--- src/rtl/qspi_read_engine.sv ---
// Purpose : QSPI flash read sequencer: opcode + address on io[0], optional dummy clocks,
//           then 1/2/4-lane data capture assembled into bytes.
// Latency : rd_valid trails the last shift cycle of each byte by SYNC_STAGES+1 cycles;
//           done follows the final shift by SYNC_STAGES+1 cycles.
// Backpr. : none; rd_valid is a strobe that the consumer must take when it fires.
//
// Ports:
//   clk, rst_n            clock, asynchronous active-low reset
//   start/mode/address/len_bytes   request, latched when accepted in IDLE
//   busy, done            transaction in flight / one-cycle completion pulse
//   ncs, sck_en           chip select (active low), flash clock gate
//   io_out, io_oe, io_in  QSPI lane data out, output enables, data in
//   rd_data, rd_valid     assembled byte (first bit in MSB) and its strobe
//   crc8                  running CRC-8 of the transaction (only with QSPI_RD_CRC_EN)
//
// Optional feature macro: QSPI_RD_CRC_EN adds the crc8 output and its update logic.
module qspi_read_engine #(
   parameter int         ADDR_W      = 24,
   parameter int         LEN_W       = 16,
   parameter int         DUMMY_CYC   = 8,
   parameter logic [7:0] OPC_SINGLE  = 8'h03,
   parameter logic [7:0] OPC_DUAL    = 8'h3B,
   parameter logic [7:0] OPC_QUAD    = 8'h6B,
   parameter int         SYNC_STAGES = 2
) (
   input  logic              clk,
   input  logic              rst_n,
   input  logic              start,
   input  logic [1:0]        mode,
   input  logic [ADDR_W-1:0] address,
   input  logic [LEN_W-1:0]  len_bytes,
   output logic              busy,
   output logic              done,
   output logic              ncs,
   output logic              sck_en,
   output logic [3:0]        io_out,
   output logic [3:0]        io_oe,
   input  logic [3:0]        io_in,
   output logic [7:0]        rd_data,
   output logic              rd_valid
`ifdef QSPI_RD_CRC_EN
   ,
   output logic [7:0]        crc8
`endif
);

   // The counter must hold the longest phase: address bits, dummy clocks or
   // single-lane read cycles (8 per byte).
   localparam int RD_W       = LEN_W + 3;
   localparam int AW_B       = $clog2(ADDR_W + 1);
   localparam int DM_B       = $clog2(DUMMY_CYC + 1);
   localparam int CNT_W      = (RD_W >= AW_B && RD_W >= DM_B) ? RD_W :
                               ((AW_B >= DM_B) ? AW_B : DM_B);
   localparam int TX_W       = 8 + ADDR_W;
   localparam int DUMMY_LOAD = (DUMMY_CYC > 0) ? DUMMY_CYC - 1 : 0;

   typedef enum logic [2:0] {
      S_IDLE, S_CMD, S_ADDR, S_DUMMY, S_READ, S_DRAIN, S_DONE
   } state_t;

   state_t                state_q, state_d;
   logic [CNT_W-1:0]      cnt_q, cnt_d;
   logic [TX_W-1:0]       tx_q, tx_d;
   logic [1:0]            mode_q, mode_d;
   logic [LEN_W-1:0]      len_q, len_d;
   logic                  accept;
   logic [1:0]            mode_in;
   logic [7:0]            opc_in;
   logic [CNT_W-1:0]      rd_cyc;
   logic                  has_dummy;

   logic [SYNC_STAGES-1:0][3:0] sync_q;
   logic [SYNC_STAGES-1:0]      cap_q;
   logic                  cap_en;
   logic [3:0]            s_in;
   logic [7:0]            sh_q, sh_d;
   logic [2:0]            bcnt_q;
   logic [3:0]            lanes;
   logic [3:0]            bsum;
   logic                  byte_done;

   // Reserved mode 3 behaves as single-lane.
   assign mode_in   = (mode == 2'd3) ? 2'd0 : mode;
   assign opc_in    = (mode_in == 2'd2) ? OPC_QUAD :
                      (mode_in == 2'd1) ? OPC_DUAL : OPC_SINGLE;
   // Read cycles = len*8/L; mode_q equals log2(L) for the three legal modes.
   assign rd_cyc    = CNT_W'(len_q) << (2'd3 - mode_q);
   assign has_dummy = (mode_q != 2'd0) && (DUMMY_CYC != 0);

   // ---------------- next-state logic ----------------
   always_comb begin
      state_d = state_q;
      cnt_d   = cnt_q;
      tx_d    = tx_q;
      mode_d  = mode_q;
      len_d   = len_q;
      accept  = 1'b0;
      unique case (state_q)
         S_IDLE: begin
            if (start) begin
               accept  = 1'b1;
               mode_d  = mode_in;
               len_d   = len_bytes;
               tx_d    = {opc_in, address};
               cnt_d   = CNT_W'(7);
               state_d = S_CMD;
            end
         end
         S_CMD: begin
            tx_d = tx_q << 1;
            if (cnt_q == '0) begin
               cnt_d   = CNT_W'(ADDR_W - 1);
               state_d = S_ADDR;
            end else begin
               cnt_d = cnt_q - 1'b1;
            end
         end
         S_ADDR: begin
            tx_d = tx_q << 1;
            if (cnt_q == '0) begin
               if (has_dummy) begin
                  cnt_d   = CNT_W'(DUMMY_LOAD);
                  state_d = S_DUMMY;
               end else if (len_q != '0) begin
                  cnt_d   = rd_cyc - 1'b1;
                  state_d = S_READ;
               end else begin
                  state_d = S_DONE;
               end
            end else begin
               cnt_d = cnt_q - 1'b1;
            end
         end
         S_DUMMY: begin
            if (cnt_q == '0) begin
               if (len_q != '0) begin
                  cnt_d   = rd_cyc - 1'b1;
                  state_d = S_READ;
               end else begin
                  state_d = S_DONE;
               end
            end else begin
               cnt_d = cnt_q - 1'b1;
            end
         end
         S_READ: begin
            if (cnt_q == '0) begin
               cnt_d   = CNT_W'(SYNC_STAGES - 1);
               state_d = S_DRAIN;
            end else begin
               cnt_d = cnt_q - 1'b1;
            end
         end
         S_DRAIN: begin
            if (cnt_q == '0) state_d = S_DONE;
            else             cnt_d   = cnt_q - 1'b1;
         end
         S_DONE:  state_d = S_IDLE;
         default: state_d = S_IDLE;
      endcase
   end

   // Pad outputs are registered from the next state so they line up with state_q.
   always_ff @(posedge clk or negedge rst_n) begin
      if (!rst_n) begin
         state_q <= S_IDLE;
         cnt_q   <= '0;
         tx_q    <= '0;
         mode_q  <= '0;
         len_q   <= '0;
         ncs     <= 1'b1;
         sck_en  <= 1'b0;
         io_out  <= '0;
         io_oe   <= '0;
         busy    <= 1'b0;
         done    <= 1'b0;
      end else begin
         state_q <= state_d;
         cnt_q   <= cnt_d;
         tx_q    <= tx_d;
         mode_q  <= mode_d;
         len_q   <= len_d;
         ncs     <= (state_d == S_IDLE) || (state_d == S_DONE);
         busy    <= (state_d != S_IDLE) && (state_d != S_DONE);
         done    <= (state_d == S_DONE);
         sck_en  <= (state_d == S_CMD) || (state_d == S_ADDR) ||
                    (state_d == S_DUMMY) || (state_d == S_READ);
         if ((state_d == S_CMD) || (state_d == S_ADDR)) begin
            io_oe  <= 4'b0001;
            io_out <= {3'b000, tx_d[TX_W-1]};
         end else begin
            io_oe  <= 4'b0000;
            io_out <= 4'b0000;
         end
      end
   end

   // ---------------- capture path ----------------
   // cap_q delays the READ flag by the synchroniser depth, so cap_en marks the
   // cycle in which s_in holds the sample of a READ shift cycle.
   assign cap_en = cap_q[SYNC_STAGES-1];
   assign s_in   = sync_q[SYNC_STAGES-1];

   always_comb begin
      sh_d  = sh_q;
      lanes = 4'd1;
      unique case (mode_q)
         2'd2: begin
            sh_d  = {sh_q[3:0], s_in[3:0]};
            lanes = 4'd4;
         end
         2'd1: begin
            sh_d  = {sh_q[5:0], s_in[1:0]};
            lanes = 4'd2;
         end
         default: begin
            sh_d  = {sh_q[6:0], s_in[1]};
            lanes = 4'd1;
         end
      endcase
   end

   assign bsum      = {1'b0, bcnt_q} + lanes;
   assign byte_done = cap_en && (bsum == 4'd8);

   always_ff @(posedge clk or negedge rst_n) begin
      if (!rst_n) begin
         sync_q   <= '0;
         cap_q    <= '0;
         sh_q     <= '0;
         bcnt_q   <= '0;
         rd_data  <= '0;
         rd_valid <= 1'b0;
      end else begin
         sync_q[0] <= io_in;
         cap_q[0]  <= (state_q == S_READ);
         for (int i = 1; i < SYNC_STAGES; i++) begin
            sync_q[i] <= sync_q[i-1];
            cap_q[i]  <= cap_q[i-1];
         end
         rd_valid <= byte_done;
         if (accept) begin
            bcnt_q <= '0;
         end else if (cap_en) begin
            sh_q   <= sh_d;
            bcnt_q <= bsum[2:0];
         end
         if (byte_done) rd_data <= sh_d;
      end
   end

`ifdef QSPI_RD_CRC_EN
   // CRC-8, poly 0x07, init 0, MSB first; one byte per call.
   function automatic logic [7:0] crc8_byte(input logic [7:0] c, input logic [7:0] d);
      logic [7:0] r;
      r = c ^ d;
      for (int i = 0; i < 8; i++) begin
         r = r[7] ? ((r << 1) ^ 8'h07) : (r << 1);
      end
      return r;
   endfunction

   // Updated in step with rd_valid so the final byte is folded in by the done cycle.
   always_ff @(posedge clk or negedge rst_n) begin
      if (!rst_n)         crc8 <= '0;
      else if (accept)    crc8 <= '0;
      else if (byte_done) crc8 <= crc8_byte(crc8, sh_d);
   end
`endif

endmodule
--- config.mk ---
export PLATFORM = sky130hd
export DESIGN_NAME = qspi_read_engine
export DESIGN_NICKNAME = d
export VERILOG_FILES = /design/src/rtl/qspi_read_engine.sv
export SDC_FILE = /design/constraint.sdc
export NUM_CORES = 1
export LEC_CHECK = 0
export ABC_AREA = 1
export CELL_PAD_IN_SITES_DETAIL_PLACEMENT = 2
export CELL_PAD_IN_SITES_GLOBAL_PLACEMENT = 2
export CORE_MARGIN = 1
export CORE_UTILIZATION = 35
export DETAILED_ROUTE_END_ITERATION = 6
export PLACE_DENSITY = 0.83
export SYNTH_ARGS = -nofsm -noshare
export SYNTH_HDL_FRONTEND = slang
export SYNTH_SLANG_ARGS = --single-unit
--- constraint.sdc ---
create_clock -name clk -period 5 [get_ports clk]
set_clock_uncertainty 0.15 [all_clocks]
set_input_delay 0.75 -clock clk [delete_from_list [all_inputs] [get_ports clk]]
set_output_delay 0.75 -clock clk [all_outputs]
set_load 0.03 [all_outputs]
* Yosys cells after proc, flatten, opt, wreduce, memory -nomap -nowiden *
Index checks and enable logic that the tools add are counted.

operators by class
  add/sub/neg operators = 4
  equal/unequal tests = 19
  shift-type cells = 1
  multiplexer cells = 31
  bitwise operators = 1
  reductions and logical operators = 20

operators by type and width
  operator                                                               count
  19-bit two-way mux                                                     8
  19-bit case mux with 6 select lines                                    1
  32-bit case mux with 2 select lines                                    1
  19-bit by 1-bit subtractor with 19-bit output (second input constant)  2
  32-bit two-way mux                                                     1
  3-bit two-way mux                                                      9
  19-bit logical NOT                                                     1
  16-bit by 2-bit << shifter with 19-bit output                          1
  3-bit case mux with 6 select lines                                     1
  8-bit case mux with 2 select lines                                     1
  16-bit nonzero test                                                    1
  3-bit by 2-bit == test with 1-bit output (second input constant)       4
  3-bit == test (second input constant)                                  4
  7-bit two-way mux                                                      1
  2-bit == test (second input constant)                                  3
  3-bit by 1-bit == test with 1-bit output (second input constant)       2
  3-bit logical NOT                                                      2
  6-bit two-way mux                                                      1
  3-bit case mux with 2 select lines                                     1
  2-bit AND reduction                                                    3
  2-bit nonzero test                                                     3
  6-bit nonzero test                                                     1
  3-bit by 4-bit adder with 4-bit output                                 1
  2-bit by 1-bit == test with 1-bit output (second input constant)       2
  12 further kinds                                                       21

storage, ports and cells
  flip-flop bits (word level) = 113
  input bits = 49
  output and inout bits = 21
  word-level logic and storage cells = 95

* Depth between registers and ports, before layout *
  word-level depth = 9
  mapped depth = 18
  mapped depth without buffers = 16

* Worst setup path after synthesis *
No wires, ideal clock.

  path kind = reg-to-reg
  from = register mode_q[1]
  to = register rd_data[2]
  library setup time = 133 ps
  arrival = 2,750 ps
  required time = 4,717 ps
  path slack = 1,967 ps
  cell stages (with the launch flop) = 17
  buffers on the path = 4
  clock period less this slack = 3,033 ps
  path through = dfrtp_1 buf_4 clkinv_2 buf_6 ha_1 inv_1 clkbuf_1 ha_1 inv_1 fa_1 xor2_1 nand2_1 nor2_1 nand2_1 clkbuf_1 nand2_1 o21ai_0

on the way
  word-level cells in the longest chain between the ends = 5
  elaborated cells between the ends (all ways) = 7
  classes of those cells = add/sub: 1; eq/ne: 3; mux: 2; reduce/logical: 1

ends and longest elaborated chain
  item                                                                       RTL line  text
  from (decl)                                                                64        logic [1:0] mode_q, mode_d;
  from (signal assigned)                                                     181       mode_q <= mode_d;
  2-bit by 1-bit == test with 1-bit output or 2-bit == test (tied branches)  207       unique case (mode_q)
  3-bit case mux with 2 select lines                                         207
  3-bit by 4-bit adder with 4-bit output                                     223       assign bsum = {1'b0, bcnt_q} + lanes;
  4-bit == test                                                              224       assign byte_done = cap_en && (bsum == 4'd8);
  1-bit logical AND                                                          224
  to (signal assigned)                                                       232       rd_data <= '0;
  to (signal assigned)                                                       248       if (byte_done) rd_data <= sh_d;
  to (decl)                                                                  39        output logic [7:0] rd_data,

Several ways; a longest one is shown, not always the timed one.
A chain may end at the register's enable or synchronous reset.

* Final worst setup path *
  from = register mode_q[1]
  to = register rd_data[0]

on the way
  word-level cells in the longest chain between the ends = 5
  elaborated cells between the ends (all ways) = 7
  classes of those cells = add/sub: 1; eq/ne: 3; mux: 2; reduce/logical: 1

ends and longest elaborated chain
  item                                                                       RTL line  text
  2-bit by 1-bit == test with 1-bit output or 2-bit == test (tied branches)  207
  3-bit case mux with 2 select lines *                                       207
  3-bit by 4-bit adder with 4-bit output *                                   223
  4-bit == test *                                                            224
  1-bit logical AND *                                                        224
  named net byte_done                                                        80        logic byte_done;

The timed path passes the listed nets; every way through them passes the cells marked *.

==> report_table.html <==
<table>
<tr><th>Metric</th><th>Value</th></tr>
<tr><th colspan="2">Floorplan</th></tr>
<tr><td>Height of the chip</td><td>135 µm</td></tr>
<tr><td>Total I/O pin count</td><td>70</td></tr>
<tr><td>Die Area</td><td>roughly 18,000 µm²</td></tr>
<tr><td>Die Width</td><td>135 µm</td></tr>
<tr><td>Row cnt</td><td>48</td></tr>
<tr><td>Effective utilization at floorplan</td><td>a little over a third</td></tr>
<tr><td>Floorplan Core Area</td><td>about 17,000 µm²</td></tr>
<tr><th colspan="2">Drt</th></tr>
<tr><td>Length of the first detailed-routing pass in iterations</td><td>5</td></tr>
<tr><td>Via-per-instance ratio</td><td>between 5 and 6</td></tr>
<tr><td>Via total after detailed routing</td><td>between 5,000 and 6,000</td></tr>
<tr><td>Post-DR wirelength/cell</td><td>17.9 µm</td></tr>
<tr><td>Post-route ant nets</td><td>0</td></tr>
<tr><td>Final Routed Wirelength</td><td>roughly 20,000 µm</td></tr>
<tr><td>Number of design-rule violations left by the first detailed-router iteration</td><td>between 150 and 200</td></tr>
<tr><td>Number of remaining DRC errors</td><td>0</td></tr>
<tr><th colspan="2">STA</th></tr>
<tr><td>Share of the cycle needed by the critical path after routing</td><td>between 80 and 90%</td></tr>
<tr><td>Highest Clock Rate</td><td>~240 MHz</td></tr>
<tr><td>Total negative slack</td><td>0 ns</td></tr>
<tr><td>RSZ-0062 raised after global routing</td><td>false</td></tr>
<tr><td>Max Slew Vio Count</td><td>0</td></tr>
<tr><td>Final worst path period need</td><td>approximately 4.2 ns</td></tr>
<tr><td>Slew of the pin with the lowest slew margin</td><td>1.05 ns</td></tr>
<tr><td>Final number of hold-violating endpoints</td><td>0</td></tr>
<tr><td>Worst hold slack</td><td>0.204 ns</td></tr>
<tr><td>Final count of negative-setup-slack endpoints</td><td>0</td></tr>
<tr><td>Max transition margin</td><td>approximately 30%</td></tr>
<tr><th colspan="2">Clock network</th></tr>
<tr><td>Insertion delay to the later sink of the worst-skew pair</td><td>around 0.36 ns</td></tr>
<tr><td>Clock tree from TritonCTS</td><td>built</td></tr>
<tr><td>Number of clock buffers inserted by TritonCTS</td><td>9</td></tr>
<tr><td>Buffers from clock root to sink, at most</td><td>2</td></tr>
<tr><td>Root cell of the clock tree</td><td>clkbuf_16</td></tr>
<tr><td>Hold buffer count at cts</td><td>0</td></tr>
<tr><td>Clock-pin slew reported for the worst setup and hold paths after clock tree synthesis</td><td>roughly 0.08 ns</td></tr>
<tr><td>Total number of H-tree levels</td><td>3</td></tr>
<tr><td>CTS-repair resized insts</td><td>0</td></tr>
<tr><td>Setup fix buffers added after clock tree synthesis</td><td>0</td></tr>
<tr><td>Number of sinks on the clock net</td><td>about 110</td></tr>
<tr><th colspan="2">Layout</th></tr>
<tr><td>Final Instance Count excl. Fillers</td><td>1,097</td></tr>
<tr><td>Layout cell share with drive strength beyond 1</td><td>a little under a tenth</td></tr>
<tr><td>Most common cell after layout, fill and taps aside</td><td>nand2_1</td></tr>
<tr><td>Antenna diodes</td><td>0</td></tr>
<tr><td>Number of filler instances in the final layout</td><td>between 1,500 and 2,000</td></tr>
<tr><td>Final design instance area without fill</td><td>7240 µm²</td></tr>
<tr><td>Layout net count</td><td>929</td></tr>
<tr><td>Signed area change from the synthesized netlist to the final layout</td><td>17.2%</td></tr>
<tr><td>Commonest non-fill, non-tap cells in the layout</td><td>nand2_1 (271), dfrtp_1 (106), inv_1 (63)</td></tr>
<tr><th colspan="2">Power</th></tr>
<tr><td>Total power draw</td><td>between 1.5 and 2 mW</td></tr>
<tr><td>Leakage</td><td>3.60 nW</td></tr>
<tr><td>Maximum vdd drop</td><td>approximately 160 µV</td></tr>
<tr><td>Pwr per Cell Area</td><td>230 nW/µm²</td></tr>
<tr><th colspan="2">Global routing</th></tr>
<tr><td>GR Overflow Total</td><td>0</td></tr>
<tr><td>Pin count of the biggest net entering global routing</td><td>slightly below 80</td></tr>
<tr><td>Gr usage total</td><td>a little under a quarter</td></tr>
<tr><td>Number of antenna violations at the first check in global routing</td><td>0</td></tr>
<tr><td>Global-route wire length before repair</td><td>approximately 33,000 µm</td></tr>
<tr><td>Via count of the first global-routing pass</td><td>about 6,400</td></tr>
<tr><th colspan="2">Worst hold path</th></tr>
<tr><td>HP Start</td><td>sync_q[3]</td></tr>
<tr><td>Path type of the worst min-delay path</td><td>flop to flop</td></tr>
<tr><th colspan="2">Placement</th></tr>
<tr><td>Count of buffers inserted at the top-level ports</td><td>63</td></tr>
<tr><td>Routability cong.</td><td>roughly 0.86</td></tr>
<tr><td>Placed wire-length estimate</td><td>between 10,000 and 15,000 µm</td></tr>
<tr><td>Placed insts</td><td>1,081</td></tr>
<tr><td>DP Area</td><td>slightly below 7000 µm²</td></tr>
<tr><th colspan="2">Logic synthesis</th></tr>
<tr><td>Share of Yosys cell area claimed by the top area cell type</td><td>between 40 and 50%</td></tr>
<tr><td>Warning count from the yosys run</td><td>0</td></tr>
<tr><td>Count of unique library cells instantiated by Yosys</td><td>46</td></tr>
<tr><td>Cell area after synthesis</td><td>slightly above 6000 µm²</td></tr>
<tr><td>Number of flops mapped to enable cells by yosys</td><td>0</td></tr>
<tr><td>Mean area per synthesized cell</td><td>about 7.6 µm²</td></tr>
<tr><td>Library cell with the largest summed area after synthesis</td><td>dfrtp_1</td></tr>
<tr><td>Area contributors post-synth</td><td>dfrtp_1 (43%), nand2_1 (16%), nand3_1 (4.9%)</td></tr>
<tr><td>Gate count of the mapped netlist</td><td>just over 800</td></tr>
<tr><td>Most used flip-flop cell after synthesis</td><td>dfrtp_1</td></tr>
<tr><td>Sequential share of the synthesized area</td><td>a little over two fifths</td></tr>
<tr><td>Synthesis-stage register bit count</td><td>107</td></tr>
<tr><td>Share of flip-flops with an asynchronous set or reset</td><td>100%</td></tr>
<tr><th colspan="2">Critical path</th></tr>
<tr><td>Highest fanout seen on the critical path</td><td>20</td></tr>
<tr><td>Critical path arrival</td><td>4.29 ns</td></tr>
<tr><td>Critical path data required time</td><td>5.14 ns</td></tr>
<tr><td>Slowest CP cell</td><td>dfrtp_1</td></tr>
<tr><td>Critical path's most frequent cell</td><td>inv_1</td></tr>
<tr><td>Crit end category</td><td>flop</td></tr>
<tr><td>CP Launch Point</td><td>mode_q[1]</td></tr>
<tr><td>Launch instance of the worst register-to-register path</td><td>mode_q[1]</td></tr>
<tr><td>Kind of critical path</td><td>flop to flop</td></tr>
<tr><td>Critical-path cell list</td><td>clkinv_2, ha_1, inv_1, ha_1, inv_1, fa_1, xor2_1, nand2_1, nor2_1, nand2_1, inv_1, nor2_1, a31oi_1</td></tr>
<tr><td>Setup crit start kind</td><td>flop</td></tr>
<tr><td>Slowest stage delay, CP</td><td>about 0.84 ns</td></tr>
<tr><th colspan="2">Job</th></tr>
<tr><td>Maximum Capacitance Violations</td><td>0</td></tr>
<tr><th colspan="2">Status</th></tr>
<tr><td>Outcome</td><td>finished, final reports clean</td></tr>
</table>
[worst max-delay path, delay by kind of cell, from the launching register on]
kind,cells,cell delay [ns]
flip-flops,1,0.84
AND/OR/NAND/NOR,4,0.51
adder cells (fa/ha/maj),3,1.11
buffers and inverters,4,1.06
AO/OA/AOI/OAI,1,0.13
XOR/XNOR,1,0.27
[synth_stat cells (3+ instances only)]
cell and instances:
nand2_2 14, o21ai_1 18, o22ai_1 7, a21oi_1 15, nor3_2 3, clkbuf_1 13
clkinv_2 3, buf_2 6, dfrtp_1 106, o211ai_1 4, nor2_1 49, xnor2_1 3
nor2_2 14, nand3_2 3, nand3_1 60, inv_1 63, buf_6 4, buf_4 8
nor2_4 3, nor3_1 5, xor2_1 10, inv_2 8, nand2_1 271, a22oi_1 27
or2_2 7, ha_1 12, nand4_1 7, o21ai_0 49
[through the flow]
stage	util (%)	worst slack (ns)
3_5_place_dp	40.3	0.968
4_1_cts	42.0	0.882
3_3_place_gp	40.3	1.34
6_report	42.0	0.844
5_1_grt	42.0	0.509
2_1_floorplan	-	1.97
[final timing paths]
kind,endpoint,slack (ns),depth (start not counted)
worst max-delay path,rd_data[0],0.84,13
worst min-delay path,s_in[3],0.20,0
worst max register to register,rd_data[0],0.84,13
worst min register to register,s_in[3],0.20,0
max in group asynchronous,ncs,3.21,2
min in group asynchronous,len_q[9],0.42,1
[kinds of logic (layout without fill, tap and decap cells)]
group / Yosys count / in the layout / share of synthesized area, %
adders and majority gates: 13 / 13 / 2.76
xor gates and xnor gates: 13 / 13 / 1.84
and+or+nand+nor: 443 / 443 / 31.5
DFF: 107 / 107 / 43.4
muxes: 1 / 1 / 0.162
other: 1 / 6 / 0.0607
buffers and inverters: 108 / 159 / 7.76
AOI/OAI and AO/OA: 130 / 130 / 12.5
[report_power, final]
group | switching, mW | internal, mW
Clock | 0.373 | 0.356
Sequential | 0.00112 | 0.868
Combinational | 0.0321 | 0.0342
[sequential cells by signal, summed over array words and instances, names as in the netlist, 2 cells and up]
name and cells:
tx_q 32, state_q 3, sync_q 4, cap_q 2
cnt_q 19, bcnt_q 3, s_in 4, mode_q 2
sh_q 7, len_q 16, rd_data 8
[metal layers]
layer,track usage (%),wire length (µm),vias up
met1,27.1,8470,2894
li1,-,-,2745
met3,3.98,487,17
met2,43.4,10400,67
met4,5.99,289,0
met5,0,0,-
[final cells by class]
type | instances | area (µm²) | area share [%]
inverters | 76 | 292 | 4.03
clock buffers | 10 | 229 | 3.16
clock inverters | 6 | 65.1 | 0.899
repair buffers | 67 | 658 | 9.09
multi-input cells | 606 | 3030 | 41.9
flip-flops and latches | 107 | 2680 | 37.0
well taps | 225 | 282 | 3.89
(Power assumes the default switching activity.)
